**src/rtl/mips_fetch_pkg.sv**
```systemverilog
// Shared definitions for the MIPS instruction-fetch stage.
package mips_fetch_pkg;

    // Fetch sequencing states.
    typedef enum logic [1:0] {
        S_REQ  = 2'd0,
        S_WAIT = 2'd1,
        S_HOLD = 2'd2,
        S_HALT = 2'd3
    } fetchState_e;

    // Bytes per instruction word; also the sequential PC increment.
    localparam int INSTR_BYTES = 4;

    // Default PC loaded on reset.
    localparam logic [31:0] DEFAULT_RESET_PC = 32'h0000_0000;

    // Clear the byte-offset bits of an address so it lands on a word boundary.
    function automatic logic [31:0] alignWord(input logic [31:0] addr);
        return {addr[31:2], 2'b00};
    endfunction

endpackage

```
**src/rtl/fetch_unit_add4.sv**
```systemverilog
// PC incrementer: adds one instruction width, wrapping modulo 2^WIDTH.
module Add4
    import mips_fetch_pkg::*;
#(
    parameter int WIDTH = 32
) (
    input  logic [WIDTH-1:0] a,
    output logic [WIDTH-1:0] y
);

    // Plain modular add; the carry out of the top bit is intentionally dropped.
    assign y = a + WIDTH'(INSTR_BYTES);

endmodule

```
**src/rtl/fetch_unit.sv**
```systemverilog
// Instruction-fetch stage: owns the PC, issues one fetch at a time to a
// variable-latency instruction memory, buffers the returned word for decode,
// and handles redirects from execute plus a sticky halt.
module fetch_unit
    import mips_fetch_pkg::*;
#(
    parameter int                ADDR_W   = 32,
    parameter int                DATA_W   = 32,
    parameter logic [ADDR_W-1:0] RESET_PC = ADDR_W'(DEFAULT_RESET_PC)
) (
    input  logic              clk,
    input  logic              reset,
    output logic              imem_req_valid,
    input  logic              imem_req_ready,
    output logic [ADDR_W-1:0] imem_req_addr,
    input  logic              imem_resp_valid,
    input  logic [DATA_W-1:0] imem_resp_data,
    output logic              inst_valid,
    input  logic              inst_ready,
    output logic [DATA_W-1:0] inst_data,
    output logic [ADDR_W-1:0] inst_pc,
    output logic [ADDR_W-1:0] inst_pc_plus4,
    input  logic              redirect_valid,
    input  logic [ADDR_W-1:0] redirect_pc,
    input  logic              halt,
    output logic              halted,
    output logic              err_misaligned
);

    fetchState_e       stateReg, stateNext;
    logic [ADDR_W-1:0] pcReg, pcNext;
    logic              squashReg, squashNext;
    logic              haltPendReg, haltPendNext;
    logic              errReg, errNext;
    logic [DATA_W-1:0] instDataReg;
    logic [ADDR_W-1:0] instPcReg;
    logic [ADDR_W-1:0] instPcPlus4Reg;

    logic              loadInst;
    logic              reqValid;
    logic [ADDR_W-1:0] pcPlus4;
    logic [ADDR_W-1:0] redirectAligned;
    logic              redirectMisaligned;

    Add4 #(
        .WIDTH (ADDR_W)
    ) pcAdder (
        .a (pcReg),
        .y (pcPlus4)
    );

    // Redirect targets are always forced onto a word boundary.
    assign redirectAligned    = {redirect_pc[ADDR_W-1:2], 2'b00};
    assign redirectMisaligned = |redirect_pc[1:0];

    // Next-state and control decode for the fetch sequencer.
    always_comb begin
        stateNext    = stateReg;
        pcNext       = pcReg;
        squashNext   = squashReg;
        haltPendNext = haltPendReg | halt;
        errNext      = errReg;
        loadInst     = 1'b0;
        reqValid     = 1'b0;

        case (stateReg)
            S_REQ: begin
                if (haltPendReg) begin
                    // Halt takes effect here, before any new request goes out.
                    stateNext = S_HALT;
                end else begin
                    reqValid = 1'b1;
                    if (redirect_valid) begin
                        pcNext  = redirectAligned;
                        errNext = errReg | redirectMisaligned;
                    end
                    if (imem_req_ready) begin
                        stateNext = S_WAIT;
                        // The request just accepted carries the old PC.
                        if (redirect_valid) begin
                            squashNext = 1'b1;
                        end
                    end
                end
            end

            S_WAIT: begin
                if (redirect_valid) begin
                    pcNext  = redirectAligned;
                    errNext = errReg | redirectMisaligned;
                    if (imem_resp_valid) begin
                        // Stale word arrives with the redirect: drop it now.
                        squashNext = 1'b0;
                        stateNext  = S_REQ;
                    end else begin
                        squashNext = 1'b1;
                    end
                end else if (imem_resp_valid) begin
                    if (squashReg) begin
                        squashNext = 1'b0;
                        stateNext  = S_REQ;
                    end else begin
                        loadInst  = 1'b1;
                        stateNext = S_HOLD;
                    end
                end
            end

            S_HOLD: begin
                if (redirect_valid) begin
                    // Word is consumed if ready, otherwise dropped; either way
                    // the PC follows the redirect.
                    pcNext    = redirectAligned;
                    errNext   = errReg | redirectMisaligned;
                    stateNext = S_REQ;
                end else if (inst_ready) begin
                    pcNext    = pcPlus4;
                    stateNext = S_REQ;
                end
            end

            S_HALT: begin
                stateNext = S_HALT;
            end

            default: begin
                stateNext = S_REQ;
            end
        endcase
    end

    // State, PC, flags and the decode-facing instruction buffer.
    always_ff @(posedge clk) begin
        if (reset) begin
            stateReg       <= S_REQ;
            pcReg          <= RESET_PC;
            squashReg      <= 1'b0;
            haltPendReg    <= 1'b0;
            errReg         <= 1'b0;
            instDataReg    <= '0;
            instPcReg      <= '0;
            instPcPlus4Reg <= '0;
        end else begin
            stateReg    <= stateNext;
            pcReg       <= pcNext;
            squashReg   <= squashNext;
            haltPendReg <= haltPendNext;
            errReg      <= errNext;
            if (loadInst) begin
                instDataReg    <= imem_resp_data;
                instPcReg      <= pcReg;
                instPcPlus4Reg <= pcPlus4;
            end
        end
    end

    // No request may be issued while reset is held.
    assign imem_req_valid = reqValid & ~reset;
    assign imem_req_addr  = pcReg;
    assign inst_valid     = (stateReg == S_HOLD);
    assign inst_data      = instDataReg;
    assign inst_pc        = instPcReg;
    assign inst_pc_plus4  = instPcPlus4Reg;
    assign halted         = (stateReg == S_HALT);
    assign err_misaligned = errReg;

endmodule

```
**config.mk**
```make
export PLATFORM = sky130hd
export DESIGN_NAME = fetch_unit
export DESIGN_NICKNAME = d
export VERILOG_FILES = /design/src/rtl/mips_fetch_pkg.sv /design/src/rtl/fetch_unit_add4.sv /design/src/rtl/fetch_unit.sv
export SDC_FILE = /design/constraint.sdc
export NUM_CORES = 1
export LEC_CHECK = 0
export BUFFER_PORTS_ARGS = -buffer_cell sky130_fd_sc_hd__clkbuf_2
export CORE_ASPECT_RATIO = 1.25
export CORE_UTILIZATION = 50
export CTS_CLUSTER_SIZE = 25
export DETAILED_ROUTE_END_ITERATION = 8
export PLACE_DENSITY_LB_ADDON = 0.1
export SETUP_SLACK_MARGIN = 0.4
export SKIP_LAST_GASP = 1
export SYNTH_ARGS = -nofsm -noshare
export SYNTH_HDL_FRONTEND = slang
export SYNTH_SLANG_ARGS = --single-unit
```
**constraint.sdc**
```tcl
create_clock -name clk -period 2.7 [get_ports clk]
set_clock_uncertainty 0.2 [all_clocks]
set_input_delay 0.135 -clock clk [delete_from_list [all_inputs] [get_ports clk]]
set_output_delay 0.135 -clock clk [all_outputs]
set_load 0.01 [all_outputs]
```
# ---- Word-level counts from Yosys, hierarchy flattened
# Index checks and enable logic that the tools add are counted.
dict set report word_totals {
  latch_bits 0
  input_bits 71
  n_memories 0
  output_inout_bits 132
  romBits 0
  ff_bits 133
  mem_bits_rw 0
}
dict set report op_classes {
  addsub 1
  n_div 0
  multipliers 0
  n_bitwise 4
  n_lt_le_gt_ge 0
  mux 30
  n_eq_ne 10
  reduce_logical 10
  shift 0
}
# op n
set op_table {}
lappend op_table {{32-bit 2-to-1 mux} 4}
lappend op_table {{32-bit case mux with 3 select lines} 1}
lappend op_table {{32-bit by 3-bit adder with 32-bit output, second input constant} 1}
lappend op_table {{2-bit 2-to-1 mux} 8}
lappend op_table {{1-bit 2-to-1 mux} 14}
lappend op_table {{2-bit != test, second input constant} 4}
lappend op_table {{2-bit case mux with 4 select lines} 1}
lappend op_table {{3-bit != test, second input constant} 2}
lappend op_table {{3-bit AND reduction} 2}
lappend op_table {{5-bit AND reduction} 1}
lappend op_table {{2-bit == test, second input constant} 2}
lappend op_table {{1-bit case mux with 2 select lines} 2}
lappend op_table {{2-bit nonzero test} 2}
lappend op_table {{2-bit OR reduction} 2}
lappend op_table {{3-bit by 1-bit != test with 1-bit output, second input constant} 1}
lappend op_table {{3-bit nonzero test} 1}
lappend op_table {{2-bit by 1-bit == test with 1-bit output, second input constant} 1}
lappend op_table {{2-bit zero test} 1}
lappend op_table {{1-bit OR} 2}
lappend op_table {{2-bit AND reduction} 1}
lappend op_table {{1-bit bitwise AND} 1}
lappend op_table {{1-bit inverter} 1}

# ---- Depth between registers and ports, before layout
# Gate-level depths: netlist of the first run.
dict set report logic_depth {
  word_depth 5
  ltp_mapped 10
}

# ---- Hierarchy
# A second synthesis of the first run with hierarchy kept.
dict set report unflattened {
  hier_cells 699
  hier_area_um2 5953.2
}
# module instances area_per_inst_um2 cells_each
set modules_own_cells {}
lappend modules_own_cells {fetch_unit 1 5372.7 616}
lappend modules_own_cells {Add4 1 580.6 83}

# ---- Worst setup path after synthesis of the first run
# Ideal clock, no wire load.
dict set report synth_timing {
  kind {reg2reg}
  from {reg stateReg[0]}
  to {reg pcReg[30], in the netlist imem_req_addr[30]}
  path_buffers 1
  setup_slack_ns 0.554
  stages_incl_launch_ff 8
  setup_time_ns 0.115
  arrival_ns 1.832
  required_time_ns 2.385
  path_cell_list {dfxtp_1 -> inv_1 -> ha_1 -> a21oi_2 -> nand2b_1 -> clkbuf_1 -> a221o_1 -> o21a_1}
}
dict set report synth_via {
  elab_chain_cells 3
  elab_cells_between_ends 8
}
# item line_no
set synth_rtl {}
lappend synth_rtl {{start: declaration} fetch_unit.sv:30} ;# fetchState_e stateReg, stateNext;
lappend synth_rtl {{start signal: assignment} fetch_unit.sv:144} ;# stateReg <= stateNext;
lappend synth_rtl {{2-bit == test, or another cell as far along} fetch_unit.sv:66} ;# case (stateReg)
lappend synth_rtl {{3-bit by 1-bit != test with 1-bit output (no line), or another cell as far along} n/a}
lappend synth_rtl {{3-bit AND reduction (no line)} n/a}
lappend synth_rtl {{end signal: assignment} fetch_unit.sv:145} ;# pcReg <= pcNext;
lappend synth_rtl {{end: declaration} fetch_unit.sv:31} ;# logic [ADDR_W-1:0] pcReg, pcNext;
# Several ways; a longest one is shown, not always the timed one.
# A chain may end at the register's enable or synchronous reset.

# ---- Worst setup path after layout of the first run
dict set report layout_timing {
  from {reg pcReg[25], in the netlist imem_req_addr[25]}
  to {reg pcReg[31], in the netlist imem_req_addr[31]}
}
dict set report layout_via {
  elab_chain_cells 4
}
# item line_no
set layout_rtl {}
lappend layout_rtl {{32-bit by 3-bit adder with 32-bit output} fetch_unit_add4.sv:12} ;# assign y = a + WIDTH'(INSTR_BYTES);
lappend layout_rtl {{32-bit 2-to-1 mux} fetch_unit.sv:116} ;# end else if (inst_ready) begin
lappend layout_rtl {{32-bit 2-to-1 mux} fetch_unit.sv:110} ;# if (redirect_valid) begin
lappend layout_rtl {{32-bit case mux with 3 select lines} fetch_unit.sv:66}
# No other way between the ends. The select of a mux whose other input is x is not followed.

==> results of run 1 <==
-- power breakdown --
part           switching (mW)  leakage (nW)  total, mW  internal [mW]
Clock                   0.865         0.282       2.34           1.48
Combinational           0.759          2.18       1.31          0.552
Sequential              0.166          1.03       2.21           2.05
Total                    1.79          3.49       5.86           4.07
-- final cells by class --
type                            instances  share of cell area, %
Clock buffer                           19                   5.31
Tap cell                              135                   2.02
Timing Repair Buffer                  294                   23.2
Sequential cell                       127                   30.5
Inverter                               11                  0.495
Multi-Input combinational cell        536                   36.5
Clock inverter                         13                   1.96
-- through the flow --
| step | std cells | utilization (%) | hold WS, ns | area (um^2) | setup WS (ns) |
|---|---|---|---|---|---|
| 2_1_floorplan | 747 | - | 0.0508 | 5880 | 0.554 |
| 3_3_place_gp | 1034 | 62.1 | 0.139 | 6990 | 0.337 |
| 3_5_place_dp | 1034 | 62.1 | 0.163 | 6990 | 0.287 |
| 4_1_cts | 1132 | 73.5 | 0.0192 | 8270 | 0.364 |
| 5_1_grt | 1135 | 74.2 | 0.0367 | 8350 | 0.379 |
| 6_report | 1135 | 74.2 | 0.0313 | 8350 | 0.489 |
-- cell usage after synthesis, types with 3 or more instances --
| master | count |
|---|---|
| nor3_1 | 12 |
| nor2_1 | 43 |
| and3_1 | 6 |
| inv_1 | 10 |
| a311oi_1 | 3 |
| dfxtp_1 | 127 |
| buf_2 | 14 |
| a211oi_1 | 16 |
| ha_1 | 6 |
| a31oi_1 | 7 |
| mux2_2 | 3 |
| and4_1 | 5 |
| a21oi_1 | 103 |
| nand2b_1 | 5 |
| a32oi_1 | 5 |
| xor2_1 | 9 |
| a22o_1 | 4 |
| o22ai_1 | 5 |
| or3_1 | 4 |
| buf_1 | 7 |
| o41ai_1 | 3 |
| nand3_1 | 18 |
| nor4_1 | 7 |
| o21ai_0 | 33 |
| a32o_1 | 7 |
| clkbuf_1 | 42 |
| nand2_1 | 154 |
| xnor2_1 | 16 |
| buf_4 | 9 |
| mux2i_1 | 5 |
| nand4_1 | 14 |
| and2_1 | 5 |
-- state kept, by name, summed over array words and instances, names as in the netlist --
register        flops
err_misaligned      1
haltPendReg         1
imem_req_addr      30
inst_data          32
inst_pc            30
inst_pc_plus4      30
squashReg           1
stateReg            2
-- worst min-delay path by stage --
| stage | endpoint | slack (ns) | depth (start not counted) |
|---|---|---|---|
| after floorplan | haltPendReg$_SDFF_PP0_ | 0.05 | 2 |
| after global placement | haltPendReg$_SDFF_PP0_ | 0.14 | 3 |
| after detailed placement | inst_data[30]$_SDFFE_PP0P_ | 0.16 | 3 |
| after CTS | imem_req_addr[26]$_SDFFE_PP0P_ | 0.02 | 3 |
| after global routing | imem_req_addr[26]$_SDFFE_PP0P_ | 0.04 | 3 |
| final | imem_req_addr[26]$_SDFFE_PP0P_ | 0.03 | 3 |
-- cells in the final DEF (no fill, tap or decap), types with 9 or more instances in the layout --
master | netlist | final
dfxtp_1 | 127 | 123
nand2_1 | 154 | 154
xnor2_1 | 16 | 16
inv_1 | 10 | 10
a211oi_1 | 16 | 16
clkbuf_16 | 0 | 17
clkbuf_2 | 1 | 195
dlygate4sd3_1 | 0 | 66
nor2_1 | 43 | 43
buf_4 | 9 | 28
xor2_1 | 9 | 9
a21oi_1 | 103 | 102
o21ai_0 | 33 | 33
nor3_1 | 12 | 11
nand3_1 | 18 | 15
nand4_1 | 14 | 14
-- kinds of logic after synthesis --
group	synth area share (%)
flops	43.4
fa+ha+maj	1.28
other cells	0.0640
buf+inv	6.28
mux	1.62
xor+xnor	3.74
compound gates	20.9
simple gates	22.7
-- metal layers --
metal	track usage (%)	vias to the layer above	wire length, um
met4	13.5	0	524
met3	6.90	43	1250
met1	36.0	2994	7710
met2	57.8	284	10000
li1	-	3075	-
met5	0	-	0
-- repair_timing --
action,4_1_cts,5_1_grt
pin swaps,0,2
hold buffers,66,0
setup buffers,0,3
gates resized for setup,2,15
endpoints found under the setup margin,4,19
endpoints found under the hold margin,82,0
-- worst max-delay path, stage by stage (launching register included) --
cell	delay, ns
dfxtp_1	0.52
nand4_1	0.27
nor4_4	0.32
nand4_1	0.22
or4_1	0.45
a31oi_1	0.17
==> summary.txt, run 1 <==
Timing
  • Fin crit share: between 80% and 90%
  • Final hold violations: 0
  • Setup TNS: 0 ns
  • Slew margin rel.: 63.1%
  • Fin crit period: 2.21 ns
  • RSZ-0062 raised after global routing: true
  • Max-slew violation count: 0
  • Fmax achieved: 452 MHz
  • Worst Max-Slew Pin Slew: 0.551 ns
  • Final setup fails: 0

Routing
  • Drt drc: 0
  • Drt total wl: 19500 um
  • Antenna viol nets, final: 0
  • Via density: 5.64
  • Average routed wire per standard cell: 17.2 um
  • TritonRoute pass-1 iters: 5
  • Via Count: 6396
  • Drt initial violations: between 300 and 400

Critical path
  • R2r setup slk: 0.49 ns
  • Reg2Reg Depth: 5
  • Reg2reg start: imem_req_addr[25]$_SDFFE_PP0P_
  • CP Capture Type: flip-flop
  • Crit-path max FO: 8
  • Crit start category: flip-flop
  • Crit. Startpoint: imem_req_addr[25]$_SDFFE_PP0P_
  • Worst EP arrival: approximately 2.4 ns
  • Worst EP required: 2.84 ns
  • R2R Path End: imem_req_addr[31]$_SDFFE_PP0P_
  • Crit path capture: imem_req_addr[31]$_SDFFE_PP0P_
  • Critical path class: flip-flop to flip-flop

Logic synthesis
  • Area contributors post-synth: dfxtp_1 (43%), nand2_1 (9.9%), a21oi_1 (8.8%)
  • Avg Inst Size Synth: 7.90 um^2
  • FFs w/ async S/R, synth: 0%
  • EDFF count, synth: 0
  • Seq/Total Area, Yosys: 43.4%
  • Register bit total from synthesis: 127
  • Ys Warns: 0
  • Area share of the largest cell type after synthesis: 43.4%
  • Yosys cell types: 59
  • Main synth FF type: dfxtp_1
  • Synth area leader: dfxtp_1
  • Netlist Area Pre-Place: 5860 um^2
  • Cells after synthesis: 742

Min path
  • HP Class: primary input to flip-flop
  • Hold wc startpoint: redirect_pc[26]

Place
  • IO Port Bufs: a little under 200
  • Hpwl dp: between 10000 and 15000 um
  • Final Wtd Congestion: 0.888

Power and ir drop
  • Power per cell area: about 700 nW/um^2
  • LEAKAGE: around 3.5 nW
  • Tot Pwr: 5.86 mW
  • Maximum vdd drop: 414 uV

CTS
  • Clock Path Buffers: 2
  • # clock sinks: 127
  • TritonCTS clock tree: done
  • TritonCTS buffer count: 17
  • H-tree Lvls: 4
  • Clock Pin Slew Worst Setup and Hold Paths: ~0.060 ns
  • Clock root cell: clkbuf_16
  • Worst skew pair latency: 0.41 ns

Global routing
  • Vias in the first global route: 6172
  • Largest net degree at the start of global routing: 68
  • Initial antenna violation count: 0
  • First-pass GRT wire length: between 30000 and 40000 um
  • Gr ovfl total: 0
  • GRT Overall Usage: 31.8%

Floorplanning
  • Core area: 11200 um^2
  • Die Footprint: 12200 um^2
  • I/O Pins: 203
  • Die X-Extent: ~99 um
  • Row count: 43
  • Initial core utilization: 52.1%
  • Die height: roughly 120 um

Cells and area
  • Final #Nets: 1064
  • Fillers: 846
  • Share of cells above drive strength 1: 28.6%
  • Diode count: 0
  • Area of the multi-input gates: 3040 um^2
  • Register area: 2550 um^2
  • Area growth syn-to-layout: 42.5%

Job
  • Max_cap viols: 0

Run status
  • Status: finished, final reports clean
(Power assumes the default switching activity.)
==> run 2, diff against run 1 <==
ABC_AREA = 1   (was default)
clock period = 2.05 ns   (was 2.7 ns; I/O delays follow)
==> summary.txt, run 2 <==
CTS
  • Clock Path Buffers: 2
  • TritonCTS clock tree: done
  • Clock Pin Slew Worst Setup and Hold Paths: 0.06 ns
  • TritonCTS buffer count: 17
  • H-tree Lvls: 4
  • # clock sinks: 127
  • Clock root cell: clkbuf_16
  • Worst skew pair latency: 0.41 ns

Cells and area
  • Share of cells above drive strength 1: about two fifths
  • Diode count: 0
  • Final #Nets: approximately 1200
  • Fillers: 550
  • Commonest non-fill, non-tap cell in the layout: clkbuf_2
  • Area of the multi-input gates: 3170 um^2
  • Largest register FFs: 32
  • Area growth syn-to-layout: 70.4%
  • Commonest cells after routing, fill and taps aside: clkbuf_2 (195), nor2_1 (127), dfxtp_1 (105)
  • Post-layout util: 87.1%
  • Register area: 2610 um^2
  • Final instance area: approximately 9700 um^2

Logic synthesis
  • Count leader, synth: nor2_1
  • Post-synthesis mux area share: 0.177%
  • Ys Warns: 0
  • Area share of the largest cell type after synthesis: 44.9%
  • Netlist Area Pre-Place: 5660 um^2
  • Cells after synthesis: 779
  • Post-synthesis simple-gate area fraction: between 20 and 25%
  • Main combinational cell family by area after synthesis: simple AND/OR/NAND/NOR gates
  • Avg Inst Size Synth: 7.27 um^2
  • Yosys cell types: 36
  • Xor-xnor portion of the synthesized cell area: under 10%
  • FFs w/ async S/R, synth: 0%
  • EDFF count, synth: 0
  • Seq/Total Area, Yosys: approximately 45%
  • Area contributors post-synth: dfxtp_1 (45%), o21ai_0 (11%), nor2_1 (9.7%)
  • Adder-cell share of the synthesized area: 1.33%
  • Main synth FF type: dfxtp_1
  • Register bit total from synthesis: 127
  • Synth area leader: dfxtp_1
  • Post-synthesis compound-gate area fraction: between 20% and 30%
  • Top post-synthesis cells by count: nor2_1 (147), dfxtp_1 (127), o21ai_0 (125)

Floorplanning
  • Row count: 43
  • I/O Pins: 203
  • Core area: 11100 um^2
  • Die height: 121 um
  • Die Footprint: approximately 12000 um^2
  • Die X-Extent: around 97 um
  • Initial core utilization: 51.1%

Power and ir drop
  • Maximum vdd drop: 689 uV
  • LEAKAGE: 4.55 nW
  • Power per cell area: 1090 nW/um^2

Timing
  • Fmax achieved: 532 MHz
  • Final hold violations: 0
  • Setup TNS: 0 ns
  • Worst hold slack: about 0.13 ns
  • RSZ-0062 raised after global routing: true
  • Max-slew violation count: 0
  • Fin crit share: 91.7%
  • Final setup fails: 0
  • Fin crit period: 1.88 ns

Global routing
  • Vias in the first global route: 6494
  • Initial antenna violation count: 0
  • GRT Overall Usage: 34.7%
  • Gr ovfl total: 0
  • Largest net degree at the start of global routing: 69
  • First-pass GRT wire length: 32000 um

Critical path
  • Worst EP required: 2.18 ns
  • Crit start category: flip-flop
  • Critical path class: flip-flop to flip-flop
  • Crit-path max FO: 4
  • Worst EP arrival: ~2 ns
  • CP Capture Type: flip-flop

Routing
  • Drt total wl: between 20000 and 30000 um
  • Drt initial violations: 732
  • Via Count: between 7000 and 8000
  • TritonRoute pass-1 iters: 7
  • Via density: 5.82
  • Drt drc: 0
  • Antenna viol nets, final: 0
  • Average routed wire per standard cell: 20.3 um

Run status
  • Status: finished, final reports clean

Place
  • DP Area: 6860 um^2
  • IO Port Bufs: 196
  • Final Wtd Congestion: 0.902
  • Hpwl dp: 11900 um

Min path
  • HP Class: primary input to flip-flop

Job
  • Max_cap viols: 0
run 2: cell count changes after synthesis, moves of 12 or more:
cell | before | now
nor2_1 | 43 | 147
o21ai_0 | 33 | 125
inv_1 | 10 | 54
nand2_1 | 154 | 114
a21oi_1 | 103 | 69
o21bai_1 | 0 | 22
a211oi_1 | 16 | 1
nand4_1 | 14 | 0
clkbuf_1 | 42 | 30
xnor2_1 | 16 | 4
run 2: power breakdown:
| group | switching (mW) | total, mW | internal (mW) |
|---|---|---|---|
| Combinational | 2.23 | 4.05 | 1.82 |
| Clock | 1.13 | 3.01 | 1.88 |
| Sequential | 0.486 | 3.46 | 2.98 |
run 2: path summary, 6_finish.rpt:
check	startpoint	to	slack (ns)	cells after the start
hold reg to reg	err_misaligned$_SDFFE_PP0P_	err_misaligned$_SDFFE_PP0P_	0.27	2
setup / recovery	imem_req_addr[10]$_SDFFE_PP0P_	imem_req_addr[29]$_SDFFE_PP0P_	0.17	8
hold / removal	redirect_valid	stateReg[1]$_SDFFE_PP0P_	0.13	7
setup reg to reg	imem_req_addr[10]$_SDFFE_PP0P_	imem_req_addr[29]$_SDFFE_PP0P_	0.17	8
run 2: through the flow:
stage	cells	worst slack, ns	power (mW)
floorplan	784	0.399	4.73
global placement	1090	0.172	5.73
detailed placement	1090	0.151	5.80
CTS	1229	0.297	9.55
global route	1251	0.0873	10.9
finish	1251	0.170	10.5
run 2: cells by family (layout without fill, tap and decap cells):
group | Yosys count | count (layout)
AOI/OAI and AO/OA | 226 | 226
xor gates and xnor gates | 15 | 15
adders and majority gates | 6 | 6
buffers and inverters | 105 | 437
DFF | 127 | 127
muxes | 1 | 1
other | 1 | 6
and+or+nand+nor | 298 | 298
run 2: critical path: stages, from the launching register on:
cell,delay [ns]
dfxtp_4,0.39
nand2_1,0.12
nor2_1,0.24
inv_1,0.15
nor2_4,0.20
nand3_1,0.11
nand2_1,0.13
nand2_1,0.08
a21oi_1,0.18
run 2: final cells by class:
type | instances | share of cell area, %
clock buffer | 22 | 4.91
multi-input combinational | 552 | 32.9
tap | 135 | 1.75
inverter | 57 | 2.46
timing repair buffer | 349 | 29.8
clock inverter | 9 | 1.14
sequential | 127 | 27.0
run 2: repair_timing:
action | in CTS | in global routing
endpoints found under the setup margin | 125 | 124
pin swaps | 39 | 57
endpoints found under the hold margin | 68 | 0
gates resized for setup | 124 | 147
hold buffers | 71 | 0
gates cloned | 8 | 12
buffers inserted | 29 | 10
run 2: layer usage:
layer  track usage [%]  vias to the layer above  wire length, um
met5                 0                        -                0
met2              63.1                      540            12400
met3              7.60                      160             2480
met1              38.3                     3411             8660
met4              16.0                        0             1830
li1                  -                     3171                -
==> run 3, diff against run 2 <==
==> constraint.sdc (replaced) <==
create_clock -name clk -period 2.05 [get_ports clk]
set_clock_uncertainty 0.2 [all_clocks]
set_input_delay 0.5125 -clock clk [delete_from_list [all_inputs] [get_ports clk]]
set_output_delay 0.5125 -clock clk [all_outputs]
set_load 0.01 [all_outputs]
==> summary.txt, run 3 (synthesis gave the netlist of run 2 again) <==
Run status
  • Status: finished, final reports clean

Routing
  • Met1 Wirelength: approximately 8200 um
  • WL met2: ~11000 um
  • Routed wl met3: 2030 um
  • Via Count: 6625
  • Drt total wl: 21700 um
  • Antenna viol nets, final: 0
  • Via density: 5.52
  • DR top layer: met4
  • TritonRoute pass-1 iters: 8
  • Drt initial violations: 650
  • Drt drc: 0
  • Average routed wire per standard cell: 18.1 um

Global routing
  • Initial antenna violation count: 0
  • GRT Overall Usage: between 30% and 40%
  • Largest net degree at the start of global routing: 67
  • First-pass GRT wire length: 29800 um
  • Gr ovfl total: 0
  • Vias in the first global route: 6130

Job
  • Max_cap viols: 0

Power and ir drop
  • Switching share of total power: a little over a third
  • Maximum vdd drop: ~700 uV
  • P_sw: 3.61 mW
  • Clock power share: around 28%
  • Combinational power share: 38.3%
  • Power per cell area: 1140 nW/um^2
  • Sequential share of power: 33.2%
  • LEAKAGE: 4.33 nW
  • Pint: between 6 and 7 mW

CTS
  • Clock Pin Slew Worst Setup and Hold Paths: 0.06 ns
  • H-tree Lvls: 4
  • Clock root cell: clkbuf_16
  • Hold_buf cts: 0
  • Worst skew pair latency: 0.42 ns
  • TritonCTS buffer count: 17
  • # clock sinks: 127
  • TritonCTS clock tree: done
  • Clock Path Buffers: 2

Critical path
  • Worst EP arrival: approximately 1.2 ns
  • CP delay by family, top: flip-flops
  • Reg2reg start: stateReg[1]$_SDFFE_PP0P_
  • Levels on crit path: 3
  • CP Capture Type: primary output
  • Crit path capture: halted
  • Critical path class: flip-flop to primary output
  • Crit-path slowest cell: dfxtp_2
  • Worst EP required: 1.34 ns
  • CP Cell Sequence: buf_4, ha_1, clkbuf_2
  • Crit. Startpoint: stateReg[0]$_SDFFE_PP0P_
  • R2r setup slk: 0.12 ns
  • Crit start category: flip-flop
  • Crit-path max FO: 3
  • R2R Path End: inst_pc_plus4[15]$_SDFFE_PP0P_
  • CP bufs+invs: 2
  • Reg2Reg Depth: 11
  • Highest cell delay on the worst timing path: 0.32 ns

Cells and area
  • Diode count: 0
  • Commonest non-fill, non-tap cell in the layout: clkbuf_2
  • Final #Nets: 1129
  • Largest register FFs: 32
  • Area growth syn-to-layout: 56.4%
  • Post-layout util: between 70% and 80%
  • Commonest cells after routing, fill and taps aside: clkbuf_2 (193), nor2_1 (118), dfxtp_1 (107)
  • Share of cells above drive strength 1: 42.3%

Min path
  • HP Class: primary input to flip-flop

Floorplanning
  • I/O Pins: 203
  • Die Footprint: about 12000 um^2
  • Initial core utilization: a little over 50%
  • Row count: between 40 and 50
  • Core area: 11100 um^2
  • Die X-Extent: 97.2 um
  • Die height: 121 um

Place
  • Final Wtd Congestion: 0.924
  • Hpwl dp: between 10000 and 15000 um
  • IO Port Bufs: around 200

Timing
  • Setup TNS: 0 ns
  • RSZ-0062 raised after global routing: true
  • Max-slew violation count: 0
  • Fin crit period: 1.96 ns
  • Fmax achieved: 511 MHz
  • Final setup fails: 0
  • Final hold violations: 0
  • Fin crit share: 95.5%
run 3: final cells by class:
class                   count  area, um^2
fillers                   738        2220
multi-input cells         552        3030
repair buffers            297        2270
inverters                  57         224
clock buffers              19         453
flip-flops and latches    127        2600
well taps                 135         169
clock inverters            13         114
run 3: metrics by stage:
stage,hold slack (ns),total power [mW],worst slack (ns),cells,cell area (um^2)
after global placement,0.243,5.80,0.202,1099,6910
after CTS,0.0944,9.44,0.0860,1177,8210
after floorplan,0.268,4.73,0.399,784,5690
final,0.101,10.1,0.0930,1200,8860
after global routing,0.107,10.5,0.0290,1200,8860
after detailed placement,0.252,5.87,0.150,1099,6910
run 3: worst min-delay path by stage:
stage | startpoint | end | cells past startpoint
after floorplan | err_misaligned$_SDFFE_PP0P_ | err_misaligned$_SDFFE_PP0P_ | 2
after global placement | err_misaligned$_SDFFE_PP0P_ | err_misaligned$_SDFFE_PP0P_ | 2
after detailed placement | err_misaligned$_SDFFE_PP0P_ | err_misaligned$_SDFFE_PP0P_ | 2
after CTS | halt | haltPendReg$_SDFF_PP0_ | 3
after global routing | halt | haltPendReg$_SDFF_PP0_ | 3
final | halt | haltPendReg$_SDFF_PP0_ | 3
run 3: tightest hold or removal path: cells and delay by family:
kind,cells,cell delay (ns)
simple gates,2,0.09
buf+inv,1,0.07
run 3: power by group through the flow:
stage	Clock, mW	Combinational (mW)	Sequential [mW]
2_1_floorplan	0	1.24	3.49
3_3_place_gp	0	2.48	3.32
3_5_place_dp	0	2.55	3.33
4_1_cts	2.88	3.26	3.30
5_1_grt	3.01	4.10	3.39
6_report	2.86	3.86	3.35
run 3: metal layers:
| metal | GRT usage, % | vias up |
|---|---|---|
| met5 | 0 | - |
| met4 | 14.1 | 0 |
| met3 | 7.72 | 81 |
| met2 | 53.6 | 401 |
| met1 | 39.2 | 3068 |
| li1 | - | 3075 |
run 3: repair_timing:
action,4_1_cts,5_1_grt
pin swaps,12,24
buffers inserted,40,10
setup endpoints to repair,159,165
resized for setup,82,167
gates cloned,6,13
endpoints found under the hold margin,0,0
